===== config.mk =====
export PLATFORM = sky130hd
export DESIGN_NAME = sram_wb_arbiter
export DESIGN_NICKNAME = d
export VERILOG_FILES = /design/src/rtl/sram_arb_pkg.sv /design/src/rtl/sram_arb_rr.sv /design/src/rtl/sram_wb_arbiter.sv
export SDC_FILE = /design/constraint.sdc
export NUM_CORES = 1
export LEC_CHECK = 0
export CORE_MARGIN = 10
export CORE_UTILIZATION = 20
export CTS_BUF_LIST = sky130_fd_sc_hd__clkbuf_4
export CTS_CLUSTER_SIZE = 10
export DETAILED_ROUTE_END_ITERATION = 10
export PLACE_DENSITY = 0.78
export SLEW_MARGIN = 10
export SYNTH_ARGS = -nofsm -noshare
export SYNTH_HDL_FRONTEND = slang
export SYNTH_SLANG_ARGS = --single-unit

===== constraint.sdc =====
create_clock -name wb_clk_i -period 1.3 [get_ports wb_clk_i]
set_clock_uncertainty 0.05 [all_clocks]
set_input_delay 0.13 -clock wb_clk_i [delete_from_list [all_inputs] [get_ports wb_clk_i]]
set_output_delay 0.13 -clock wb_clk_i [all_outputs]
set_load 0.02 [all_outputs]

===== src/rtl/sram_arb_pkg.sv =====
// Shared types and constants for the two-master SRAM Wishbone arbiter.
package sram_arb_pkg;

  localparam int ADR_W_DEF = 18;
  localparam int DAT_W_DEF = 16;

  // State values double as the one-hot grant seen on gnt_o.
  typedef enum logic [1:0] {
    IDLE   = 2'b00,
    GRANT0 = 2'b01,
    GRANT1 = 2'b10
  } arb_state_e;

  localparam logic [1:0] GNT_NONE = 2'b00;
  localparam logic [1:0] GNT_M0   = 2'b01;
  localparam logic [1:0] GNT_M1   = 2'b10;

endpackage


===== src/rtl/sram_arb_rr.sv =====
// Two-way round-robin pick; last_gnt records who was granted most recently.
module sram_arb_rr
  import sram_arb_pkg::*;
(
  input  logic       clk,
  input  logic       rst,
  input  logic [1:0] req,
  input  logic       upd,
  input  logic       upd_sel,
  output logic [1:0] pick
);

  logic last_gnt;

  // Reset to master 1 so master 0 wins the first tie.
  always_ff @(posedge clk) begin
    if (rst)      last_gnt <= 1'b1;
    else if (upd) last_gnt <= upd_sel;
  end

  always_comb begin
    pick = GNT_NONE;
    case (req)
      2'b01:   pick = GNT_M0;
      2'b10:   pick = GNT_M1;
      2'b11:   pick = last_gnt ? GNT_M0 : GNT_M1;
      default: pick = GNT_NONE;
    endcase
  end

endmodule


===== src/rtl/sram_wb_arbiter.sv =====
// Arbitrates host loader (m0) and serial playback (m1) onto one SRAM Wishbone slave.
// Optional ack-wait watchdog enabled by defining SRAM_ARB_TIMEOUT_EN.
module sram_wb_arbiter
  import sram_arb_pkg::*;
#(
  parameter int ADR_W   = ADR_W_DEF,
  parameter int DAT_W   = DAT_W_DEF,
  parameter int TIMEOUT = 255
) (
  input  logic             wb_clk_i,
  input  logic             wb_rst_i,
  input  logic             m0_cyc_i,
  input  logic             m0_stb_i,
  input  logic             m0_we_i,
  input  logic [ADR_W-1:0] m0_adr_i,
  input  logic [DAT_W-1:0] m0_dat_i,
  output logic [DAT_W-1:0] m0_dat_o,
  output logic             m0_ack_o,
  output logic             m0_err_o,
  input  logic             m1_cyc_i,
  input  logic             m1_stb_i,
  input  logic             m1_we_i,
  input  logic [ADR_W-1:0] m1_adr_i,
  input  logic [DAT_W-1:0] m1_dat_i,
  output logic [DAT_W-1:0] m1_dat_o,
  output logic             m1_ack_o,
  output logic             m1_err_o,
  output logic             s_cyc_o,
  output logic             s_stb_o,
  output logic             s_we_o,
  output logic [ADR_W-1:0] s_adr_o,
  output logic [DAT_W-1:0] s_dat_o,
  input  logic [DAT_W-1:0] s_dat_i,
  input  logic             s_ack_i,
  output logic [1:0]       gnt_o
);

  if (TIMEOUT < 1 || TIMEOUT > 255) begin : g_bad_timeout
    $error("TIMEOUT must fit the 8-bit ack-wait counter");
  end

  arb_state_e state, state_nxt;
  logic [1:0] req, pick;
  logic       tmo;

`ifdef SRAM_ARB_TIMEOUT_EN
  localparam logic [7:0] TMO_LIM = 8'(TIMEOUT);
  logic [7:0] tmo_cnt;
  logic [1:0] blk;
  logic       cur_stb;

  assign cur_stb = (state == GRANT0) ? m0_stb_i :
                   (state == GRANT1) ? m1_stb_i : 1'b0;
  assign tmo     = (state != IDLE) && (tmo_cnt == TMO_LIM);

  always_ff @(posedge wb_clk_i) begin
    if (wb_rst_i || state_nxt == IDLE || s_ack_i) tmo_cnt <= '0;
    else if (cur_stb)                              tmo_cnt <= tmo_cnt + 8'd1;
  end

  // A timed-out master stays locked out until it releases cyc.
  always_ff @(posedge wb_clk_i) begin
    if (wb_rst_i) blk <= '0;
    else begin
      if (tmo && state == GRANT0) blk[0] <= 1'b1;
      else if (!m0_cyc_i)         blk[0] <= 1'b0;
      if (tmo && state == GRANT1) blk[1] <= 1'b1;
      else if (!m1_cyc_i)         blk[1] <= 1'b0;
    end
  end

  assign req = {m1_cyc_i & ~blk[1], m0_cyc_i & ~blk[0]};
`else
  assign tmo = 1'b0;
  assign req = {m1_cyc_i, m0_cyc_i};
`endif

  sram_arb_rr u_rr (
    .clk     (wb_clk_i),
    .rst     (wb_rst_i),
    .req     (req),
    .upd     ((state == IDLE) && (state_nxt != IDLE)),
    .upd_sel (state_nxt == GRANT1),
    .pick    (pick)
  );

  always_ff @(posedge wb_clk_i) begin
    if (wb_rst_i) state <= IDLE;
    else          state <= state_nxt;
  end

  // Releasing cyc always returns to IDLE, giving a turnaround cycle between grants.
  always_comb begin
    state_nxt = state;
    case (state)
      IDLE: begin
        if (pick == GNT_M0)      state_nxt = GRANT0;
        else if (pick == GNT_M1) state_nxt = GRANT1;
      end
      GRANT0:  if (!m0_cyc_i || tmo) state_nxt = IDLE;
      GRANT1:  if (!m1_cyc_i || tmo) state_nxt = IDLE;
      default: state_nxt = IDLE;
    endcase
  end

  assign gnt_o = state;

  // Routing is combinational so an ack coinciding with cyc release still lands.
  always_comb begin
    s_cyc_o  = 1'b0;
    s_stb_o  = 1'b0;
    s_we_o   = 1'b0;
    s_adr_o  = '0;
    s_dat_o  = '0;
    m0_dat_o = '0;
    m0_ack_o = 1'b0;
    m0_err_o = 1'b0;
    m1_dat_o = '0;
    m1_ack_o = 1'b0;
    m1_err_o = 1'b0;
    if (!wb_rst_i) begin
      case (state)
        GRANT0: begin
          s_cyc_o  = m0_cyc_i & ~tmo;
          s_stb_o  = m0_stb_i & ~tmo;
          s_we_o   = m0_we_i;
          s_adr_o  = m0_adr_i;
          s_dat_o  = m0_dat_i;
          m0_ack_o = s_ack_i & ~tmo;
          m0_dat_o = s_dat_i;
          m0_err_o = tmo;
        end
        GRANT1: begin
          s_cyc_o  = m1_cyc_i & ~tmo;
          s_stb_o  = m1_stb_i & ~tmo;
          s_we_o   = m1_we_i;
          s_adr_o  = m1_adr_i;
          s_dat_o  = m1_dat_i;
          m1_ack_o = s_ack_i & ~tmo;
          m1_dat_o = s_dat_i;
          m1_err_o = tmo;
        end
        default: ;
      endcase
    end
  end

endmodule

==> results summary <==
The flow ran to the end, but the final reports show violations. The checks that failed: setup timing. The final-report hold violation count is 0.

The die outline area came out at 0.00835 mm^2. The floorplan step set the die width to 91.4 um. Setup violations remaining at the end of the flow were counted as 73. The smallest hold slack is 0.490 ns. The biggest area contributor in the post-synthesis netlist is a22oi_1. By area the synthesized netlist is led by a22oi_1 27%, and2_1 21%, nor2_1 14%. The final setup slack of the worst path came out at -0.373 ns. The congestion estimate from routability-driven global placement came to 0.786. In this run, synthesis produced a sequential element count of 3. The chip height is 91.4 um.

The cell sitting at the root of the clock tree is a clkbuf_4. After synthesis, the mean cell area works out to 6.49 um^2. The ratio of total power to cell area came out at 572 mW/mm^2.

After synthesis, the most frequently instantiated cells are 38 x nor2_1, 36 x a22oi_1, 34 x and2_1. The total detailed-routing wirelength is 7410 um. The number of input and output port buffers inserted is 165. The critical path endpoint category is an output port. For this block, the via count after detailed routing is 1894. The maximum number of pins on one net before global-route repair is 30. The region available for standard cell placement spans 0.00482 mm^2. The distinct cell type count after synthesis came out at 26.

The static power due to leakage came out at 1.42 nW. The number of standard-cell rows in the floorplan came out at 25. Counting along the longest clock path gives a buffer depth of 2. Counting the fill cells in the layout gives 342. The clock latency of the later-clocked register in the worst-skew pair came out at 0.24 ns.

The worst setup path is launched from a register. The post-route minimum period is 1.67 ns. The count of flip-flops with a built-in enable after synthesis is 0. In this design, the stage delay of the slowest critical-path cell is 0.37 ns. The cell seen most often among critical-path stages is buf_6. The total iterations of the first detailed-routing run is 4.

The share of the Yosys chip area taken by registers is 5.90%. Synthesis produced 157 cells. The via count of the first global-routing pass is 2109.

For this configuration, the core starts out at a cell density of 21.1%. The overall track demand over capacity in global routing came out at 16.6%. The synthesized cell area came out at 0.00102 mm^2. The number of top-level design ports is 168. The arrival time at the worst endpoint came out at 1.49 ns. TritonCTS built the clock tree. The initial antenna violation count came out at 0.

Timing would allow up to 598 MHz. The post-cts hold buffer count came out at 0. The number of clock sinks seen by CTS came out at 3. The total power of the final layout came out at 2.16 mW.

Setup repair after global routing could not meet its margin everywhere. nor2_1 is the most common cell in the netlist. The area added between synthesis and finish is 271%. The final setup TNS came out at -23.23 ns. The via count normalized by instance count came out at 4.62. The final antenna-violating net count is 0.

Data on the critical path is required at its endpoint by 1.12 ns. The main flop type after synthesis is dfxtp_1. The area share of the largest cell type after synthesis came out at 26.5%. The final critical-path share of the clock period came out at 129%. The setup path with the least slack is of type reg -> out. In the final layout, the multi-input gates occupy 0.00145 mm^2. The clock slew at the register clock pins of the worst setup and hold paths is 0.04 ns.

The final HPWL from detailed placement came out at 6100 um. The number of nets in the layout came out at 441. The peak supply drop is 0.300 mV.

The classification of the worst-slack hold path is reg -> reg. The buffers plus inverters on the worst setup path came out at 4. The tool flagged a number of max-cap violations equal to 0. CTS built an H-tree with a depth of 1. The maximum fanout count along the critical path came out at 5.

The slowest stage of the critical path is the dfxtp_4 cell. The number of max-slew violations in the final report is 0. The final routed DRC violation total is 0.

The initial detailed-routing violation count came out at 37. The number of buffers created by CTS came out at 3. The total overflow left after global routing is 0.

The detail-routed net length per standard cell is 18.1 um. The number of synthesis warnings came out at 0. The first global-routing pass estimated 11500 um of wire. The signal on the critical path passes through inv_4 > ha_4 > buf_6 > buf_12 > a22oi_2 > nor2_4 > buf_6.

The fraction of final layout cells sized beyond drive strength 1 came out at 66.2%. The kind of cell with the highest combined delay along the critical path is buffers and inverters. 0 antenna diodes ended up in the layout. The fraction of registers with async set/reset came out at 0%. The combined flip-flop and latch cell area came out at 67.6 um^2.
-- final cells by class --
cell class	count	share of cell area, %
timing repair buffer	197	56.6
clock buffer	4	0.794
sequential	3	1.79
inverter	2	0.331
multi-input combinational	137	38.3
tap	67	2.22
-- final timing paths --
kind	from	slack, ns	endpoint	depth (start not counted)
worst min register to register	u_rr.last_gnt	0.49	u_rr.last_gnt	1
worst max register to register	gnt_o[1]	-0.16	u_rr.last_gnt	7
worst min-delay path	u_rr.last_gnt	0.49	u_rr.last_gnt	1
worst max-delay path	gnt_o[0]	-0.37	s_dat_o[9]	7
-- registers in the layout (all words and copies together) (netlist names) --
signal	flops
gnt_o	2
u_rr.last_gnt	1
-- routing by layer --
metal / global-route usage, % / up-vias / wire [um]
met4: 2.74 / 0 / 38
met2: 31.4 / 97 / 4000
li1: - / 921 / -
met3: 6.50 / 4 / 742
met5: 0 / - / 0
met1: 17.0 / 872 / 2640
-- cell usage in the layout (no fill, tap or decap), types with 2 or more instances in the layout --
master            n
inv_4             2
nor2b_4           3
nand2b_4          2
nor2_1            2
buf_12            8
a22oi_1           2
clkbuf_4          4
buf_4            16
nor2_4           34
ha_4              3
buf_6            77
clkdlybuf4s15_1   2
nor2b_1           2
a22oi_2          34
and2_4           33
conb_1            2
dfxtp_4           2
clkdlybuf4s50_1  92
nor2_2            2
-- logic make-up after synthesis --
logic type                 count (synthesis)  share of synthesized area [%]
and+or+nand+nor                           86                           44.8
AOI/OAI and AO/OA                         45                           32.7
buffers and inverters                     18                           11.3
adders and majority gates                  4                           4.91
DFF                                        3                           5.90
other                                      1                          0.368
-- worst reg2reg max path: cells and delay by family (launching register included) --
family | cells | cell delay (ns)
AO/OA/AOI/OAI | 2 | 0.39
AND/OR/NAND/NOR | 2 | 0.19
flip-flops | 1 | 0.37
buffers and inverters | 2 | 0.17
adder cells (fa/ha/maj) | 1 | 0.17
-- metrics by stage --
| step | setup slack [ns] | util [%] | area (um^2) | instances |
|---|---|---|---|---|
| floorplan | -0.0909 | - | 1590 | 158 |
| global placement | -0.704 | 71.1 | 3430 | 400 |
| detailed placement | -0.752 | 71.1 | 3430 | 400 |
| CTS | -0.391 | 76.2 | 3670 | 408 |
| global route | -0.432 | 78.5 | 3780 | 410 |
| finish | -0.373 | 78.5 | 3780 | 410 |
-- power breakdown --
part | leakage (nW) | switching (mW) | internal, mW | total, mW
sequential | 0.0262 | 0.0197 | 0.110 | 0.130
clock | 0.0184 | 0.0556 | 0.136 | 0.192
combinational | 1.37 | 0.841 | 1.00 | 1.84
total | 1.42 | 0.917 | 1.25 | 2.16
-- what timing repair did --
item | CTS | global route
gates cloned | 2 | 1
endpoints found under the hold margin | 0 | 0
setup buffers | 2 | 1
pin swaps | 47 | 22
endpoints found under the setup margin | 76 | 76
gates resized for setup | 445 | 25
Note: power is estimated with default switching activity, not from simulation.
